`config.mk`:
```
export PLATFORM = sky130hd
export DESIGN_NAME = pulse_event_counter_flat
export DESIGN_NICKNAME = d
export VERILOG_FILES = /design/src/rtl/pulse_event_counter_if.sv /design/src/rtl/pulse_event_counter.sv /design/src/flat_wrapper.sv
export SDC_FILE = /design/constraint.sdc
export NUM_CORES = 1
export LEC_CHECK = 0
export CAP_MARGIN = 20
export CELL_PAD_IN_SITES_DETAIL_PLACEMENT = 1
export CELL_PAD_IN_SITES_GLOBAL_PLACEMENT = 1
export CORE_AREA = 3 3 55 57
export CTS_CLUSTER_DIAMETER = 60
export DETAILED_ROUTE_END_ITERATION = 7
export DIE_AREA = 0 0 58 60
export MAX_ROUTING_LAYER = met4
export PLACE_DENSITY = 0.71
export SYNTH_ARGS = -nofsm -noshare
export SYNTH_HDL_FRONTEND = slang
export SYNTH_SLANG_ARGS = --single-unit
export TNS_END_PERCENT = 30
```
`constraint.sdc`:
```
create_clock -name clk_dest -period 1.77 [get_ports clk_dest]
set_input_delay 0.177 -clock clk_dest [delete_from_list [all_inputs] [get_ports clk_dest]]
set_output_delay 0.177 -clock clk_dest [all_outputs]
set_load 0.05 [all_outputs]
```
`src/rtl/pulse_event_counter_if.sv`:
```
// Event handshake bundle for pulse_event_counter.
// master: the counter presenting pending events; slave: the downstream consumer.
interface pulse_event_counter_if #(
  parameter int CNT_WIDTH = 4
) ();
  logic                 evt_valid;
  logic                 evt_ready;
  logic [CNT_WIDTH-1:0] pending_cnt;

  modport master (
    output evt_valid,
    output pending_cnt,
    input  evt_ready
  );

  modport slave (
    input  evt_valid,
    input  pending_cnt,
    output evt_ready
  );
endinterface

```
`src/rtl/pulse_event_counter.sv`:
```
// pulse_event_counter: counts synchronized single-cycle pulses and presents
// them one at a time on a valid/ready handshake. Events arriving while the
// pending count is saturated are dropped and tallied, with a sticky overflow.
// Optional watchdog compiled in with macro PULSE_WATCHDOG_EN; without it the
// timeout output is tied low and TIMEOUT_CYCLES is unused.
module pulse_event_counter #(
  parameter int CNT_WIDTH      = 4,
  parameter int TIMEOUT_CYCLES = 1024
) (
  input  logic                          clk_dest,
  input  logic                          rst_dest,
  input  logic                          sig_pulse_dest,
  pulse_event_counter_if.master         evt_bus,
  output logic                          overflow,
  output logic [7:0]                    drop_cnt,
  input  logic                          overflow_clr,
  output logic                          timeout
);

  localparam logic [CNT_WIDTH-1:0] MAX_CNT = {CNT_WIDTH{1'b1}};

  logic [CNT_WIDTH-1:0] pending_cnt_reg;
  logic [CNT_WIDTH-1:0] pending_cnt_next;
  logic                 overflow_reg;
  logic [7:0]           drop_cnt_reg;
  logic                 inc;
  logic                 dec;
  logic                 drop;

  // Per-cycle event terms; valid comes straight from the counter register.
  always_comb begin
    inc  = sig_pulse_dest;
    dec  = (pending_cnt_reg != '0) & evt_bus.evt_ready;
    drop = inc & ~dec & (pending_cnt_reg == MAX_CNT);
  end

  // Next pending count: +1 on a lone pulse, -1 on a lone handshake, hold otherwise.
  // A lone pulse at MAX is a drop, so the count holds instead of wrapping.
  always_comb begin
    pending_cnt_next = pending_cnt_reg;
    if (inc && !dec && !drop) begin
      pending_cnt_next = pending_cnt_reg + CNT_WIDTH'(1);
    end else if (!inc && dec) begin
      pending_cnt_next = pending_cnt_reg - CNT_WIDTH'(1);
    end
  end

  // Pending counter register.
  always_ff @(posedge clk_dest) begin
    if (rst_dest) begin
      pending_cnt_reg <= '0;
    end else begin
      pending_cnt_reg <= pending_cnt_next;
    end
  end

  // Sticky overflow; a drop in the same cycle as a clear keeps it set.
  always_ff @(posedge clk_dest) begin
    if (rst_dest) begin
      overflow_reg <= 1'b0;
    end else if (drop) begin
      overflow_reg <= 1'b1;
    end else if (overflow_clr) begin
      overflow_reg <= 1'b0;
    end
  end

  // Saturating drop tally; a clear restarts it, counting a concurrent drop.
  always_ff @(posedge clk_dest) begin
    if (rst_dest) begin
      drop_cnt_reg <= 8'd0;
    end else if (overflow_clr) begin
      drop_cnt_reg <= drop ? 8'd1 : 8'd0;
    end else if (drop && (drop_cnt_reg != 8'd255)) begin
      drop_cnt_reg <= drop_cnt_reg + 8'd1;
    end
  end

  assign evt_bus.evt_valid   = (pending_cnt_reg != '0);
  assign evt_bus.pending_cnt = pending_cnt_reg;
  assign overflow            = overflow_reg;
  assign drop_cnt            = drop_cnt_reg;

`ifdef PULSE_WATCHDOG_EN
  localparam int TIMER_WIDTH = $clog2(TIMEOUT_CYCLES + 1);
  localparam logic [TIMER_WIDTH-1:0] TIMER_LIMIT = TIMER_WIDTH'(TIMEOUT_CYCLES);

  logic [TIMER_WIDTH-1:0] timer_reg;

  // Idle timer: restarts on every pulse, saturates at the threshold.
  always_ff @(posedge clk_dest) begin
    if (rst_dest || sig_pulse_dest) begin
      timer_reg <= '0;
    end else if (timer_reg != TIMER_LIMIT) begin
      timer_reg <= timer_reg + TIMER_WIDTH'(1);
    end
  end

  assign timeout = (timer_reg == TIMER_LIMIT);
`else
  assign timeout = 1'b0;
`endif

endmodule

```
`src/flat_wrapper.sv`:
```
// flat-port wrapper written by rule: the top's interface ports become plain ports
module pulse_event_counter_flat 
#(
  parameter int CNT_WIDTH      = 4,
  parameter int TIMEOUT_CYCLES = 1024
)
  (clk_dest, rst_dest, sig_pulse_dest, overflow, drop_cnt, overflow_clr, timeout, evt_bus_evt_valid, evt_bus_pending_cnt, evt_bus_evt_ready);
  pulse_event_counter_if #(.CNT_WIDTH(CNT_WIDTH)) evt_bus_i ();
  input  logic clk_dest;
  input  logic rst_dest;
  input  logic sig_pulse_dest;
  output logic overflow;
  output logic [7:0] drop_cnt;
  input  logic overflow_clr;
  output logic timeout;
  output wire logic [$bits(evt_bus_i.evt_valid)-1:0] evt_bus_evt_valid;
  output wire logic [$bits(evt_bus_i.pending_cnt)-1:0] evt_bus_pending_cnt;
  input wire logic [$bits(evt_bus_i.evt_ready)-1:0] evt_bus_evt_ready;
  assign evt_bus_evt_valid = evt_bus_i.evt_valid;
  assign evt_bus_pending_cnt = evt_bus_i.pending_cnt;
  assign evt_bus_i.evt_ready = evt_bus_evt_ready;
  pulse_event_counter #(.CNT_WIDTH(CNT_WIDTH), .TIMEOUT_CYCLES(TIMEOUT_CYCLES)) u_core (.clk_dest(clk_dest), .rst_dest(rst_dest), .sig_pulse_dest(sig_pulse_dest), .evt_bus(evt_bus_i), .overflow(overflow), .drop_cnt(drop_cnt), .overflow_clr(overflow_clr), .timeout(timeout));
endmodule
```
== Word-level counts from Yosys, hierarchy flattened ==
Index checks and enable logic that the tools add are counted.
Operators by class
  $add $sub $neg: 3
  bitwise logic cells: 4
  reductions and logical operators: 11
  eq/ne operators: 2
  multiplexer cells: 7
Operator list (number)
  $mux W8: 2
  $add A8 B1 Y8 const B: 1
  $mux W4: 2
  $ne A8 B8 Y1 const B: 1
  $reduce_bool A2 Y1: 3
  $add A4 B1 Y4 const B: 1
  $eq A4 B4 Y1 const B: 1
  $logic_and A1 B1 Y1: 4
  $reduce_bool A4 Y1: 1
  $sub A4 B1 Y4 const B: 1
  $and A1 B1 Y1: 3
  $logic_not A1 Y1: 3
  $mux W1: 3
  $not A1 Y1: 1
Word-level totals
  bits in registers: 13
  logic and storage cells: 30

== Logic depth before layout (Yosys ltp) ==
  depth after elaboration: 8
  depth in mapped cells: 7
  mapped depth without buffers: 6

== Worst setup path after synthesis ==
OpenSTA, ideal clock, no wires.
  kind: flip-flop to flip-flop
  start point: register u_core.pending_cnt_reg[0], in the netlist u_core.evt_bus.pending_cnt[0]
  end point: register u_core.pending_cnt_reg[2], in the netlist u_core.evt_bus.pending_cnt[2]
  required time: 1.679 ns
  buffers on the path: 1
  cell stages (with the launch flop): 8
  period minus slack after synthesis: 2.076 ns
  arrival: 1.986 ns
  setup slack: -0.306 ns
  cells stage by stage: dfxtp_1 > buf_2 > nand3_1 > a21boi_0 > a21oi_1 > ha_1 > a211o_1 > a311oi_1
Between the ends
  word-level cells in the longest chain between the ends: 8
Ends and longest elaborated chain
  from (decl): RTL line pulse_event_counter.sv:22  | logic [CNT_WIDTH-1:0] pending_cnt_reg;
  from (signal assigned): RTL line pulse_event_counter.sv:53  | pending_cnt_reg <= pending_cnt_next;
  $reduce_bool A4 Y1: RTL line pulse_event_counter.sv:33  | dec = (pending_cnt_reg != '0) & evt_bus.evt_ready;
  $and A1 B1 Y1: RTL line pulse_event_counter.sv:33
  $not A1 Y1: RTL line pulse_event_counter.sv:34  | drop = inc & ~dec & (pending_cnt_reg == MAX_CNT);
  $and A1 B1 Y1 (2 in series): RTL line pulse_event_counter.sv:34
  $logic_not A1 Y1: RTL line pulse_event_counter.sv:41  | if (inc && !dec && !drop) begin
  $logic_and A1 B1 Y1: RTL line pulse_event_counter.sv:41
  $mux W4 / $reduce_bool A2 Y1 (equally long branches)
Parallel ways exist; a longest one is shown, timed or not. The select of a mux whose other input is x is not followed.
A chain may end at the register's enable or synchronous reset.

== Worst setup path in the final report ==
  start point: register u_core.drop_cnt_reg[2], in the netlist u_core.drop_cnt[2]
  end point: output port drop_cnt[2]
RTL lines
  from (decl): RTL line pulse_event_counter.sv:25  | logic [7:0] drop_cnt_reg;
  from (signal assigned): RTL line pulse_event_counter.sv:73  | drop_cnt_reg <= drop ? 8'd1 : 8'd0;
  from (signal assigned): RTL line pulse_event_counter.sv:75  | drop_cnt_reg <= drop_cnt_reg + 8'd1;
  to (decl): RTL line flat_wrapper.sv:13  | output logic [7:0] drop_cnt;
No word-level cell between the ends.

==> impl_metrics.sql <==
INSERT INTO impl_metrics (metric_group, metric, value, unit) VALUES
('flow_run', 'drv.max_cap_violation_count', '0', ''),
('sta', 'tightestPinTransition', '0.5012', 'ns'),
('cts', 'cts_inserted_buffers', '3', ''),
('sta', 'finalHoldViolations', '0', ''),
('critical_path', 'timing.critical_path.cells', 'clkdlybuf4s50_1', ''),
('sta', 'finalSetupViolCount', '0', ''),
('grt', 'largest_net_degree_at_the_start_of_global_routing', '12', ''),
('finish', 'final_area', '0.001130', 'mm2'),
('finish', 'number_of_filler_instances_in_the_final_layout', '325', ''),
('grt', 'grt_pass1_vias', '867', ''),
('route', 'detail_route.wl_per_cell', '13.92', 'um'),
('critical_path', 'crit_path_top_delay_cell', 'sky130_fd_sc_hd__clkdlybuf4s50_1', ''),
('sta', 'rsz_0062_raised_after_global_routing', 'yes', ''),
('power', 'power.density', '952.4', 'mW/mm2'),
('sta', 'fin_skew', '0.005409', 'ns'),
('cts', 'post_cts_setup_buffers', '0', ''),
('cts', 'cts_tree', 'built', ''),
('route', 'detailedRoute.firstIterationViolations', '12', ''),
('floorplan', 'start_util', '31.94', '%'),
('sta', 'slew-limit-headroom', '66.49', '%'),
('grt', 'grt_use_total', '14.82', '%'),
('critical_path', 'largest_fanout_on_the_critical_path', '6', ''),
('floorplan', 'die-width', '58', 'um'),
('placed_design', 'place_ws', '-0.1676', 'ns'),
('cts', 'clock_sinks', '13', ''),
('synth', 'syn-cell-area', '805.8', 'um2'),
('synth', 'synthFlopType', 'sky130_fd_sc_hd__dfxtp_1', ''),
('route', 'wirelength', '2.185', 'mm'),
('critical_path', 'cp_slowest_stage_delay', '0.84', 'ns'),
('synth', 'synth_edf_count', '0', ''),
('critical_path', 'worstPathRequired', '1.59', 'ns'),
('synth', 'synth.ff_latch_count', '13', ''),
('synth', 'synthesized_instance_count', '97', ''),
('sta', 'worst_hold_slack', '0.5157', 'ns'),
('cts', 'cts.path.max_buffers', '2', ''),
('grt', 'grt_pass1_wl', '3.864', 'mm'),
('sta', 'timing.final.crit_period', '1.707', 'ns'),
('route', 'drc_markers', '0', ''),
('route', 'drt_first_pass_iters', '4', ''),
('power', 'leakage', '0.4112', 'nW'),
('finish', 'area_growth_syn_to_layout', '40.22', '%'),
('synth', 'share_of_the_yosys_chip_area_belonging_to_registers', '32.30', '%'),
('finish', 'largest_reg_flops', '8', ''),
('sta', 'timing.final.crit_share', '96.46', '%'),
('critical_path', 'worstPathArrival', '1.53', 'ns'),
('sta', 'layout_setup_ws', '0.06258', 'ns'),
('placed_design', 'placedInstanceArea', '0.001095', 'mm2'),
('placed_design', 'place.detailed.hpwl', '1.757', 'mm'),
('finish', 'drive_above_1_share', '29.13', '%'),
('power', 'worst_ir_drop_vdd', '0.0006113', 'V'),
('floorplan', 'std_cell_rows', '18', ''),
('finish', 'num-nets-final', '135', ''),
('cts', 'hold_buffer_count_at_cts', '0', ''),
('synth', 'distinct_cell_type_count_after_synthesis', '38', ''),
('cts', 'clock_tree.htree_level_count', '1', ''),
('route', 'vias_per_cell', '5.306', ''),
('cts', 'clk_pin_slew_worst_paths', '0.09', 'ns'),
('critical_path', 'setup.worst_path.class', 'reg2out', ''),
('synth', 'ys_warn_count', '0', ''),
('critical_path', 'critical_path.startpoint_type', 'register', ''),
('critical_path', 'rrSetupSlack', '0.10', 'ns'),
('synth', 'avgSynthCellArea', '8.307', 'um2'),
('cts', 'insertion_delay', '0.27', 'ns'),
('critical_path', 'cell_type_group_with_the_largest_total_delay_on_the_critical_path', 'buffers and inverters', ''),
('cts', 'cts_repair_resize_count', '0', ''),
('floorplan', 'dieArea', '0.003480', 'mm2'),
('sta', 'final_max_slew_viol_count', '0', ''),
('floorplan', 'dieHeight', '60', 'um'),
('synth', 'synthesis.nets', '104', ''),
('grt', 'grt_remaining_overflow', '0', ''),
('status', 'run_status', 'complete, no violations', '');
## cell usage in the layout (no fill, tap or decap), types with 3 or more instances in the layout
| master | instances |
|---|---|
| sky130_fd_sc_hd__a21oi_1 | 11 |
| sky130_fd_sc_hd__dfxtp_1 | 7 |
| sky130_fd_sc_hd__clkdlybuf4s50_1 | 14 |
| sky130_fd_sc_hd__nor2b_1 | 4 |
| sky130_fd_sc_hd__or3_1 | 3 |
| sky130_fd_sc_hd__clkbuf_4 | 3 |
| sky130_fd_sc_hd__dfxtp_2 | 3 |
| sky130_fd_sc_hd__nand2_1 | 3 |
| sky130_fd_sc_hd__nand3_1 | 7 |
| sky130_fd_sc_hd__o31ai_1 | 3 |
| sky130_fd_sc_hd__o21ai_0 | 6 |
| sky130_fd_sc_hd__nor2_1 | 6 |
| sky130_fd_sc_hd__buf_4 | 18 |
| sky130_fd_sc_hd__dfxtp_4 | 3 |
## path summary, 6_finish.rpt
| kind | start | end | cells after the start |
|---|---|---|---|
| worst max-delay path | u_core.drop_cnt[2] | drop_cnt[2] | 1 |
| worst min-delay path | u_core.drop_cnt[6] | u_core.drop_cnt[6] | 2 |
| worst max register to register | u_core.evt_bus.pending_cnt[2] | u_core.evt_bus.pending_cnt[2] | 5 |
| worst min register to register | u_core.drop_cnt[6] | u_core.drop_cnt[6] | 2 |
## synthesized netlist by cell type, types with 2 or more instances
| master | number | area [um2] |
|---|---|---|
| sky130_fd_sc_hd__nor2b_1 | 4 | 25.02 |
| sky130_fd_sc_hd__o21ai_0 | 6 | 30.03 |
| sky130_fd_sc_hd__o31ai_1 | 3 | 22.52 |
| sky130_fd_sc_hd__nor2_1 | 6 | 22.52 |
| sky130_fd_sc_hd__a21oi_1 | 12 | 60.06 |
| sky130_fd_sc_hd__nor3_1 | 2 | 10.01 |
| sky130_fd_sc_hd__or4_1 | 2 | 15.01 |
| sky130_fd_sc_hd__inv_1 | 2 | 7.510 |
| sky130_fd_sc_hd__a211o_1 | 2 | 17.52 |
| sky130_fd_sc_hd__or3_1 | 3 | 18.77 |
| sky130_fd_sc_hd__and4b_1 | 2 | 20.02 |
| sky130_fd_sc_hd__ha_1 | 2 | 25.02 |
| sky130_fd_sc_hd__buf_4 | 2 | 15.01 |
| sky130_fd_sc_hd__nand4_1 | 2 | 12.51 |
| sky130_fd_sc_hd__o211ai_1 | 2 | 15.01 |
| sky130_fd_sc_hd__dfxtp_1 | 13 | 260.3 |
| sky130_fd_sc_hd__nand3_1 | 7 | 35.03 |
| sky130_fd_sc_hd__and2_1 | 2 | 12.51 |
| sky130_fd_sc_hd__buf_2 | 2 | 10.01 |
| sky130_fd_sc_hd__nand2_1 | 3 | 11.26 |
## metal layers
metal,vias to the layer above,GRT usage (%),share of wire [%]
li1,426,-,-
met4,0,5.960,0.41
met3,2,2.160,3.0
met5,-,-,0
met2,11,23.87,49
met1,394,18.64,48
## stage by stage
stage          total power [mW]  std cells
6_report                  1.076        157
5_1_grt                   1.145        157
4_1_cts                   1.081        157
3_5_place_dp             0.8865        153
3_3_place_gp             0.8787        153
2_1_floorplan            0.7299         97
## layout make-up
class	instances	area, um2	share of cell area, %
sequential	13	275.3	24.36
timing repair buffer	32	275.3	24.36
tap	30	37.54	3.322
clock buffer	4	26.28	2.326
inverter	2	7.507	0.6645
multi-input combinational	76	508.0	44.96
## power by group
group	switching (mW)	internal [mW]
registers	0.0551	0.323
clock network	0.0991	0.0873
logic	0.291	0.220
## logic make-up (layout without fill, tap and decap cells)
logic type	after synthesis	in the layout	synth area share, %
AO/OA/AOI/OAI	31	31	26.55
adder cells (fa/ha/maj)	2	2	3.105
buffers and inverters	8	38	5.900
flip-flops	13	13	32.30
multiplexers	2	2	2.640
other	1	1	0.4654
AND/OR/NAND/NOR	40	40	29.04
Note: power is estimated with default switching activity, not from simulation.
